`src/rtl/rvfpm_spec_pkg.sv`:
```
// Package: rvfpm_spec_pkg
// Shared types for the speculative-id tracker.
//   spec_state_e : lifecycle of one tracked XIF instruction id
//   spec_entry_t : stored state plus id (id held at SPEC_ID_MAX_W, upper bits stay zero)
//   ERR_*        : bit positions inside the tracker's err pulse vector
package rvfpm_spec_pkg;

    typedef enum logic [1:0] {
        FREE      = 2'd0,
        SPEC      = 2'd1,
        COMMITTED = 2'd2,
        KILLED    = 2'd3
    } spec_state_e;

    // Widest X_ID_WIDTH the entry storage supports.
    localparam int unsigned SPEC_ID_MAX_W = 16;

    typedef struct packed {
        spec_state_e               state;
        logic [SPEC_ID_MAX_W-1:0]  id;
    } spec_entry_t;

    localparam int unsigned ERR_DUP        = 0;
    localparam int unsigned ERR_UNK_COMMIT = 1;
    localparam int unsigned ERR_RETIRE     = 2;

endpackage

```
`src/rtl/rvfpm_spec_entry.sv`:
```
// Module: rvfpm_spec_entry
// One tracker slot: state FSM (FREE -> SPEC -> COMMITTED/KILLED -> FREE) and id comparators.
// The parent decodes all strobes; this block only applies them with priority
// alloc > retire > commit > kill-younger.
// Ports:
//   clk_i, rst_ni          clock, asynchronous active-low reset
//   alloc_en_i             take alloc_id_i into this slot with state alloc_state_i
//   commit_en_i            move SPEC to COMMITTED (commit_kill_i=0) or KILLED (=1)
//   kill_en_i              move to KILLED because an older entry was killed
//   retire_en_i            free the slot
//   commit_id_i/retire_id_i/alloc_id_i/lu_id_i  ids to compare against the stored id
//   state_o                current state
//   *_match_o              slot is live and its id equals the corresponding id
module rvfpm_spec_entry
    import rvfpm_spec_pkg::*;
#(
    parameter int unsigned X_ID_WIDTH = 4,
    parameter int unsigned NUM_LOOKUP = 2
) (
    input  logic                             clk_i,
    input  logic                             rst_ni,
    input  logic                             alloc_en_i,
    input  spec_state_e                      alloc_state_i,
    input  logic [X_ID_WIDTH-1:0]            alloc_id_i,
    input  logic                             commit_en_i,
    input  logic                             commit_kill_i,
    input  logic                             kill_en_i,
    input  logic                             retire_en_i,
    input  logic [X_ID_WIDTH-1:0]            commit_id_i,
    input  logic [X_ID_WIDTH-1:0]            retire_id_i,
    input  logic [NUM_LOOKUP*X_ID_WIDTH-1:0] lu_id_i,
    output spec_state_e                      state_o,
    output logic                             alloc_match_o,
    output logic                             commit_match_o,
    output logic                             retire_match_o,
    output logic [NUM_LOOKUP-1:0]            lu_match_o
);

    spec_entry_t entry_d, entry_q;
    logic        live;

    function automatic logic [SPEC_ID_MAX_W-1:0] to_id_w(input logic [X_ID_WIDTH-1:0] id);
        return SPEC_ID_MAX_W'(id);
    endfunction

    always_comb begin
        entry_d = entry_q;
        if (alloc_en_i) begin
            entry_d.state = alloc_state_i;
            entry_d.id    = to_id_w(alloc_id_i);
        end else if (retire_en_i) begin
            entry_d.state = FREE;
        end else if (commit_en_i) begin
            entry_d.state = commit_kill_i ? KILLED : COMMITTED;
        end else if (kill_en_i) begin
            entry_d.state = KILLED;
        end
    end

    always_ff @(posedge clk_i or negedge rst_ni) begin
        if (!rst_ni) begin
            entry_q <= '0;
        end else begin
            entry_q <= entry_d;
        end
    end

    assign live           = (entry_q.state != FREE);
    assign state_o        = entry_q.state;
    assign alloc_match_o  = live && (entry_q.id == to_id_w(alloc_id_i));
    assign commit_match_o = live && (entry_q.id == to_id_w(commit_id_i));
    assign retire_match_o = live && (entry_q.id == to_id_w(retire_id_i));

    for (genvar k = 0; k < NUM_LOOKUP; k++) begin : g_lu
        assign lu_match_o[k] = live &&
            (entry_q.id == to_id_w(lu_id_i[k*X_ID_WIDTH +: X_ID_WIDTH]));
    end

endmodule

```
`src/rtl/rvfpm_spec_tracker.sv`:
```
// Module: rvfpm_spec_tracker
// Tracks XIF instructions accepted by the FPU but not yet committed/killed and retired.
// Ids are recorded on alloc, updated on commit/kill and released on retire; NUM_LOOKUP
// ports report whether an id is live and whether it is committed or killed.
// Ports:
//   ck, rst                   clock, asynchronous active-low reset
//   alloc_valid/alloc_id      record an accepted issue; alloc_ready = table not full
//   commit_valid/commit_id/commit_kill   XIF commit handshake (kill=1 kills)
//   retire_valid/retire_id    free an entry
//   lu_id                     lookup ids, port k at [k*X_ID_WIDTH +: X_ID_WIDTH]
//   lu_hit/lu_committed/lu_killed        per-port lookup results (combinational)
//   count/empty               registered number of live entries
//   err                       1-cycle pulses: dup alloc, unknown commit, bad retire
// Configuration:
//   RVFPM_SPEC_KILL_YOUNGER_EN  when defined, a kill also kills every younger SPEC entry
//                               (tracked with a DEPTH x DEPTH age matrix).
module rvfpm_spec_tracker
    import rvfpm_spec_pkg::*;
#(
    parameter int unsigned X_ID_WIDTH = 4,
    parameter int unsigned DEPTH      = 8,
    parameter int unsigned NUM_LOOKUP = 2
) (
    input  logic                             ck,
    input  logic                             rst,
    input  logic                             alloc_valid,
    input  logic [X_ID_WIDTH-1:0]            alloc_id,
    output logic                             alloc_ready,
    input  logic                             commit_valid,
    input  logic [X_ID_WIDTH-1:0]            commit_id,
    input  logic                             commit_kill,
    input  logic                             retire_valid,
    input  logic [X_ID_WIDTH-1:0]            retire_id,
    input  logic [NUM_LOOKUP*X_ID_WIDTH-1:0] lu_id,
    output logic [NUM_LOOKUP-1:0]            lu_hit,
    output logic [NUM_LOOKUP-1:0]            lu_committed,
    output logic [NUM_LOOKUP-1:0]            lu_killed,
    output logic [$clog2(DEPTH+1)-1:0]       count,
    output logic                             empty,
    output logic [2:0]                       err
);

    localparam int unsigned CNT_W = $clog2(DEPTH + 1);
    localparam int unsigned IDX_W = $clog2(DEPTH);

    spec_state_e [DEPTH-1:0]                  state;
    logic [DEPTH-1:0]                         alloc_match, commit_match, retire_match;
    logic [DEPTH-1:0][NUM_LOOKUP-1:0]         lu_match;
    logic [DEPTH-1:0]                         alloc_en, commit_en, retire_en, kill_en;
    spec_state_e                              alloc_state;
    logic [IDX_W-1:0]                         free_idx;
    logic                                     dup, alloc_fire, commit_on_alloc, same_id;
    logic [CNT_W-1:0]                         count_d, count_q;
    logic                                     empty_d, empty_q;
    logic [2:0]                               err_d, err_q;

    for (genvar i = 0; i < DEPTH; i++) begin : g_entry
        rvfpm_spec_entry #(
            .X_ID_WIDTH (X_ID_WIDTH),
            .NUM_LOOKUP (NUM_LOOKUP)
        ) u_entry (
            .clk_i          (ck),
            .rst_ni         (rst),
            .alloc_en_i     (alloc_en[i]),
            .alloc_state_i  (alloc_state),
            .alloc_id_i     (alloc_id),
            .commit_en_i    (commit_en[i]),
            .commit_kill_i  (commit_kill),
            .kill_en_i      (kill_en[i]),
            .retire_en_i    (retire_en[i]),
            .commit_id_i    (commit_id),
            .retire_id_i    (retire_id),
            .lu_id_i        (lu_id),
            .state_o        (state[i]),
            .alloc_match_o  (alloc_match[i]),
            .commit_match_o (commit_match[i]),
            .retire_match_o (retire_match[i]),
            .lu_match_o     (lu_match[i])
        );
    end

    // Fullness comes from the registered count only; a same-cycle retire does not help.
    assign alloc_ready = (count_q != CNT_W'(DEPTH));

    // Lowest-index FREE slot; only consulted when alloc_ready guarantees one exists.
    always_comb begin
        free_idx = '0;
        for (int i = DEPTH - 1; i >= 0; i--) begin
            if (state[i] == FREE) begin
                free_idx = IDX_W'(i);
            end
        end
    end

    always_comb begin
        dup             = alloc_valid && (|alloc_match);
        alloc_fire      = alloc_valid && alloc_ready && !dup;
        // A commit for an id that is being allocated right now lands directly in the final state.
        commit_on_alloc = commit_valid && !(|commit_match) && alloc_fire &&
                          (alloc_id == commit_id);
        alloc_state     = commit_on_alloc ? (commit_kill ? KILLED : COMMITTED) : SPEC;
        same_id         = commit_valid && (commit_id == retire_id);
        for (int i = 0; i < DEPTH; i++) begin
            alloc_en[i]  = alloc_fire && (free_idx == IDX_W'(i));
            commit_en[i] = commit_valid && commit_match[i] && (state[i] == SPEC);
            // A SPEC entry may only retire together with its own commit.
            retire_en[i] = retire_valid && retire_match[i] && ((state[i] != SPEC) || same_id);
        end
        err_d                 = '0;
        err_d[ERR_DUP]        = dup;
        err_d[ERR_UNK_COMMIT] = commit_valid && !(|commit_en) && !commit_on_alloc;
        err_d[ERR_RETIRE]     = retire_valid && !(|retire_en);
    end

`ifdef RVFPM_SPEC_KILL_YOUNGER_EN
    // age_q[i][j] set: entry i was allocated before entry j.
    logic [DEPTH-1:0][DEPTH-1:0] age_d, age_q;

    always_comb begin
        age_d = age_q;
        for (int s = 0; s < DEPTH; s++) begin
            if (alloc_en[s]) begin
                for (int i = 0; i < DEPTH; i++) begin
                    age_d[i][s] = (state[i] != FREE);
                end
                age_d[s] = '0;
            end
        end
    end

    always_ff @(posedge ck or negedge rst) begin
        if (!rst) begin
            age_q <= '0;
        end else begin
            age_q <= age_d;
        end
    end

    always_comb begin
        kill_en = '0;
        for (int k = 0; k < DEPTH; k++) begin
            if (commit_en[k] && commit_kill) begin
                for (int j = 0; j < DEPTH; j++) begin
                    if (age_q[k][j] && (state[j] == SPEC)) begin
                        kill_en[j] = 1'b1;
                    end
                end
            end
        end
    end
`else
    assign kill_en = '0;
`endif

    // At most one entry retires and one allocates per cycle.
    always_comb begin
        count_d = count_q;
        if (alloc_fire && !(|retire_en)) begin
            count_d = count_q + CNT_W'(1);
        end else if (!alloc_fire && (|retire_en)) begin
            count_d = count_q - CNT_W'(1);
        end
        empty_d = (count_d == '0);
    end

    always_ff @(posedge ck or negedge rst) begin
        if (!rst) begin
            count_q <= '0;
            empty_q <= 1'b1;
            err_q   <= '0;
        end else begin
            count_q <= count_d;
            empty_q <= empty_d;
            err_q   <= err_d;
        end
    end

    assign count = count_q;
    assign empty = empty_q;
    assign err   = err_q;

    always_comb begin
        lu_hit       = '0;
        lu_committed = '0;
        lu_killed    = '0;
        for (int k = 0; k < NUM_LOOKUP; k++) begin
            for (int i = 0; i < DEPTH; i++) begin
                lu_hit[k]       = lu_hit[k] | lu_match[i][k];
                lu_committed[k] = lu_committed[k] | (lu_match[i][k] && (state[i] == COMMITTED));
                lu_killed[k]    = lu_killed[k] | (lu_match[i][k] && (state[i] == KILLED));
            end
        end
    end

endmodule

```
`config.mk`:
```
export PLATFORM = sky130hd
export DESIGN_NAME = rvfpm_spec_tracker
export DESIGN_NICKNAME = d
export VERILOG_FILES = /design/src/rtl/rvfpm_spec_pkg.sv /design/src/rtl/rvfpm_spec_entry.sv /design/src/rtl/rvfpm_spec_tracker.sv
export SDC_FILE = /design/constraint.sdc
export NUM_CORES = 1
export LEC_CHECK = 0
export ABC_AREA = 1
export CORE_UTILIZATION = 60
export DETAILED_ROUTE_END_ITERATION = 16
export MAX_ROUTING_LAYER = met4
export PLACE_DENSITY = 0.92
export SETUP_SLACK_MARGIN = 0.4
export SYNTH_ARGS = -nofsm -noshare
export SYNTH_HDL_FRONTEND = slang
export SYNTH_SLANG_ARGS = --single-unit
export TNS_END_PERCENT = 50
```
`constraint.sdc`:
```
create_clock -name ck -period 3.6 [get_ports ck]
set_input_delay 0.36 -clock ck [delete_from_list [all_inputs] [get_ports ck]]
set_output_delay 0.36 -clock ck [all_outputs]
set_load 0.02 [all_outputs]
```
---- Word-level counts from Yosys, hierarchy flattened ----
Index checks and enable logic that the tools add are counted.
storage, ports and cells
  bits in registers ....................... 56
  input bits .............................. 26
  output and inout bits ................... 15
  word-level logic and storage cells ...... 349
operators by class
  $add $sub $neg .......................... 2
  equal/unequal tests ..................... 82
  multiplexer cells ....................... 36
  bitwise gates (word level) .............. 42
  reductions and logical operators ........ 168
operators with widths
  kind                   number
  $eq A4 B4 Y1           42
  $logic_and A1 B1 Y1    124
  $mux W2                25
  $or A1 B1 Y1           42
  $eq A2 B2 Y1 const B   16
  $reduce_or A8 Y1       4
  $mux W3                8
  $reduce_bool A3 Y1     8
  $eq A2 B1 Y1 const B   8
  $logic_not A2 Y1       8
  $ne A2 B1 Y1 const B   8
  $reduce_bool A2 Y1     8
  $eq A3 B3 Y1 const B   4
  $logic_or A1 B1 Y1     8
  $mux W4                2
  $eq A3 B2 Y1 const B   2
  $logic_not A1 Y1       6
  $add A4 B1 Y4 const B  1
  $logic_not A4 Y1       1
  $ne A4 B4 Y1 const B   1
  $sub A4 B1 Y4 const B  1
  $eq A3 B1 Y1 const B   1
  $logic_not A3 Y1       1
  $mux W1                1

---- Longest topological paths before layout ----
  depth in word-level cells ............... 12
  depth in mapped cells ................... 18
  mapped depth without buffers ............ 17

---- Hierarchy ----
From an unflattened synthesis, not the netlist that was laid out.
second synthesis, totals
  cell total of the unflattened synthesis .. 1182
  area, all modules ....................... 6486.2 um2
modules (own cells, without submodules)
  module              times used  cells an instance  area each (um2)  sequential area each (um2)
  rvfpm_spec_entry    8           115                630.6            150.1
  rvfpm_spec_tracker  1           262                1441.4           201.4

---- Worst setup path before layout ----
Ideal clock, no wire load.
  path kind ............................... register to register
  from .................................... register count_q[0], in the netlist count[0]
  to ...................................... register empty_q, in the netlist empty
  setup time .............................. 0.067 ns
  arrival time ............................ 1.954 ns
  data required time ...................... 3.533 ns
  path slack .............................. 1.579 ns
  stages on the path, launching flop included .. 12
  path buffers ............................ 0
  period minus slack after synthesis ...... 2.021 ns
  cells stage by stage .................... dfrtp_1 inv_1 ha_1 nand3_1 nand2_1 inv_1 nand3_2 nor2_2 inv_2 a21oi_1 nand2_1 nor2_1
between the ends
  cells in the longest elaborated chain, start to end .. 8
  elaborated cells on any way between the ends .. 11
  classes of those cells .................. add/sub: 2; eq/ne: 1; mux: 2; reduce/logical: 6
RTL lines
  item                                   RTL line                   text
  start: declaration                     rvfpm_spec_tracker.sv:53   logic [CNT_W-1:0] count_d, count_q;
  start signal: assignment               rvfpm_spec_tracker.sv:172  count_q <= count_d;
  $ne A4 B4 Y1 (*)                       rvfpm_spec_tracker.sv:83   assign alloc_ready = (count_q != CNT_W'(DEPTH));
  net alloc_ready                        rvfpm_spec_tracker.sv:28   output logic alloc_ready,
  $logic_and A1 B1 Y1 (*) (2 in series)  rvfpm_spec_tracker.sv:97   alloc_fire = alloc_valid && alloc_ready && !dup;
  $logic_not A1 Y1                       rvfpm_spec_tracker.sv:160  end else if (!alloc_fire && (|retire_en)) begin
  $logic_and A1 B1 Y1                    rvfpm_spec_tracker.sv:160
  $mux W4                                rvfpm_spec_tracker.sv:160
  $mux W4 (*)                            rvfpm_spec_tracker.sv:158  if (alloc_fire && !(|retire_en)) begin
  $logic_not A4 Y1 (*)                   rvfpm_spec_tracker.sv:163  empty_d = (count_d == '0);
  net empty_d                            rvfpm_spec_tracker.sv:54   logic empty_d, empty_q;
  end signal: assignment                 rvfpm_spec_tracker.sv:173  empty_q <= empty_d;
  end: declaration                       rvfpm_spec_tracker.sv:54
The timed path passes the listed nets; every way through them passes the cells marked *.
A chain may end at the register's enable or synchronous reset.

---- Worst setup path after layout ----
  from .................................... input lu_id[4]
  to ...................................... output lu_killed[1]
between the ends
  cells in the longest elaborated chain, start to end .. 10
  elaborated cells on any way between the ends .. 31
  classes of those cells .................. eq/ne: 8; bitwise: 7; reduce/logical: 16
RTL lines
  item                        RTL line                   text
  start: declaration          rvfpm_spec_tracker.sv:34   input logic [NUM_LOOKUP*X_ID_WIDTH-1:0] lu_id,
  $eq A4 B4 Y1                rvfpm_spec_entry.sv:76     (entry_q.id == to_id_w(lu_id_i[k*X_ID_WIDTH +: X_ID_WIDTH]));
  $logic_and A1 B1 Y1         rvfpm_spec_entry.sv:75     assign lu_match_o[k] = live &&
  $logic_and A1 B1 Y1         rvfpm_spec_tracker.sv:190  lu_killed[k] = lu_killed[k] | (lu_match[i][k] && (state[i] == KILLED));
  $or A1 B1 Y1 (6 in series)  rvfpm_spec_tracker.sv:190
  $or A1 B1 Y1 (*)            rvfpm_spec_tracker.sv:190
  end: declaration            rvfpm_spec_tracker.sv:37   output logic [NUM_LOOKUP-1:0] lu_killed,
Mark *: on every way between the ends. The rest lies on a longest branch, timed or not.

==> results_dict.tcl <==
set metrics [dict create \
    ctsRootBufferMaster "clkbuf_8" \
    worst_slew_pin_slew_ns 0.887 \
    cts_setup_buffers 0 \
    finalSetupViolations 0 \
    ys_seq_elements 56 \
    clkLatencyLatePin_ns 0.32 \
    nNetsFinal 910 \
    grt_overflow 0 \
    drive_gt1_share_pct 8.15 \
    timing.final.crit_period_ns 3.09 \
    cp.arrival_ns 2.73 \
    place.gp.congestion 1.09 \
    antenna_cells 0 \
    die_w_um 97.4 \
    fillCellCount 782 \
    syn_nets 879 \
    netlist_area_um2 5460 \
    slew_headroom_pct 40.9 \
    path_clk_slew_ns 0.12 \
    async_reset_ff_share_pct 100 \
    grt_pass1_vias 5700 \
    cts_hold_buf 0 \
    finalPower_w 0.00449 \
    hp-class "in2async" \
    clkSinkCount 56 \
    placed_cell_area_um2 5930 \
    netlist_instances 851 \
    finalCritPeriodShare_pct 85.7 \
    drc 0 \
    dr.pass1.iters 9 \
    dp.cells 983 \
    path_max_fanout 13 \
    hold_viol_final 0 \
    max_freq_mhz 324 \
    power_density_nw_per_um2 742 \
    rrSetupSlack_ns 0.97 \
    num_rows 34 \
    ys_seq_area_share_pct 25.7 \
    synth_edf_count 0 \
    io_pins 41 \
    synth.avg_cell_area_um2 6.41 \
    setup_tns_ns 0 \
    fp.dieH_um 97.4 \
    syn_to_final_growth_pct 10.8 \
    grt_max_degree 42 \
    final_cells 991 \
    core_area_um2 8760 \
    clk_path_buf_depth 2 \
    wire_per_inst_um 20.4 \
    design_area_um2 6050 \
    drt_wl_total_mm 20.2 \
    grt_setup_unrepaired "yes" \
    critPathLaunchType "input pin" \
    synthDistinctLibCells 39 \
    ys_warn_count 0 \
    crit_path_end_kind "output port" \
    cts_tree "built" \
    via_per_inst 6.35 \
    dr_total_vias 6291 \
    cts_made_buffers 5 \
    grt_pass1_wl_mm 31.1 \
    maxCapViolations 0 \
    initial_core_util_pct 62.3 \
    status "completed" \
    htreeDepth 2 \
    dieArea_um2 9480 \
    synth-main-ff-cell "dfrtp_1" \
    detail_route.iter0.violations 738 \
    cp.required_ns 3.24 \
    power.leakage_nw 2.98 \
    path_class "in2out" \
    fin_hold_ws_ns 0.144 \
    dp_hpwl_mm 15.7 \
    track_usage_pct 43.7 \
    antenna_found_initial 0 \
    vdd_drop_max_mv 0.517 \
    clock_skew_ns 0.00762 \
    ant_nets 0 \
    slew_violations 0 \
    io_buffers 40 \
]
[metal layers]
layer | part of all wire (%) | GRT usage [%] | vias up
met5 | 0 | - | -
met4 | 6.2 | 22.5 | 0
met3 | 15 | 11.9 | 102
met2 | 41 | 62.2 | 490
met1 | 38 | 56.7 | 2792
li1 | - | - | 2907
[sequential cells by signal, indices dropped and copies added (netlist names)]
register,count
g_entry.u_entry.entry_q,32
g_entry.u_entry.state_o,16
count,4
err,3
empty,1
[cell families after synthesis]
logic type	Yosys count	share of synthesized area [%]
buffers and inverters	148	11.6
adder cells (fa/ha/maj)	2	0.459
AND/OR/NAND/NOR	411	34.2
flip-flops	56	25.7
XOR/XNOR	54	8.67
AO/OA/AOI/OAI	180	19.4
[layout by cell type (no fill, tap or decap), types with 9 or more instances in the layout]
cell type        instances
dfrtp_1                 55
a221oi_1                 9
inv_2                   13
nor2_1                  68
clkdlybuf4s50_1         34
o22ai_1                 42
nor3_1                  19
a211oi_1                11
o21ai_0                 63
nand2_1                207
buf_4                   21
nand4_1                 25
inv_1                   95
xnor2_1                 35
nand3_1                 60
xor2_1                  19
a21oi_1                 37
[final timing paths]
check,cells after the start,end,start
min in group ck,2,g_entry[7].u_entry.entry_q[1]$_DFFE_PN0P_,g_entry[7].u_entry.entry_q[1]$_DFFE_PN0P_
worst max-delay path,8,lu_killed[1],lu_id[4]
worst min-delay path,1,g_entry[1].u_entry.entry_q[1]$_DFFE_PN0P_,rst
worst max register to register,14,g_entry[2].u_entry.state_o[1]$_DFFE_PN0P_,g_entry[6].u_entry.state_o[1]$_DFFE_PN0P_
worst min register to register,2,g_entry[7].u_entry.entry_q[1]$_DFFE_PN0P_,g_entry[7].u_entry.entry_q[1]$_DFFE_PN0P_
max in group asynchronous,2,g_entry[4].u_entry.state_o[0]$_DFFE_PN0P_,rst
[power by group]
part	leakage (nW)	internal (W)	switching, W
Combinational	2.25	0.000967	0.00177
Clock	0.0463	0.000144	0.000242
Sequential	0.686	0.000895	0.000467
[through the flow]
step	util (%)	worst slack, ns
final	69.0	0.515
after global routing	69.0	0.375
after CTS	68.7	0.404
after detailed placement	67.7	0.399
after global placement	67.7	0.350
after floorplan	-	1.58
[what timing repair did]
item	CTS	global route
setup endpoints to repair	1	6
gates cloned	0	0
resized for setup	1	8
[layout make-up]
cell class / count / area [µm²] / area share, %
multi-input combinational: 647 / 3430 / 56.7
sequential: 56 / 1400 / 23.2
inverter: 111 / 420 / 6.95
timing repair buffer: 61 / 562 / 9.29
clock buffer: 5 / 68.8 / 1.14
clock inverter: 3 / 27.5 / 0.455
tap: 108 / 135 / 2.23
[cell usage after synthesis (2+ instances only)]
library cell  count  share of area, %
a211oi_1         11               1.5
a21oi_1          37               3.4
a221oi_1         10               1.6
a311oi_1          2              0.32
a31oi_1           2              0.23
buf_2            16               1.5
buf_4             9               1.2
buf_6             3              0.62
clkbuf_1          8              0.55
clkinv_1          3              0.21
dfrtp_1          55                25
ha_1              2              0.46
inv_1            96               6.6
inv_2            12              0.83
nand2_1         207                14
nand2_2           4              0.46
nand2_4           3              0.62
nand3_1          60               5.5
nand3_2           2              0.37
nand3b_1          3              0.41
nand4_1          25               2.9
nor2_1           69               4.7
nor2_2            7              0.80
nor2_4            6               1.2
nor2_8            2              0.73
nor3_1           19               1.7
nor4_1            3              0.34
o2111ai_1         4              0.64
o211ai_1          4              0.55
o21ai_0          63               5.8
o21ai_1           3              0.28
o22ai_1          42               4.8
xnor2_1          35               5.6
xor2_1           19               3.0
[critical path, cell delays in order]
cell and delay [ns]:
clkdlybuf4s50_1 0.78, o22ai_1 0.16, a211oi_1 0.35, nand2_1 0.14
nor3_1 0.15, nor3_1 0.08, nand3_1 0.09, clkdlybuf4s50_1 0.61
(Power assumes the default switching activity.)
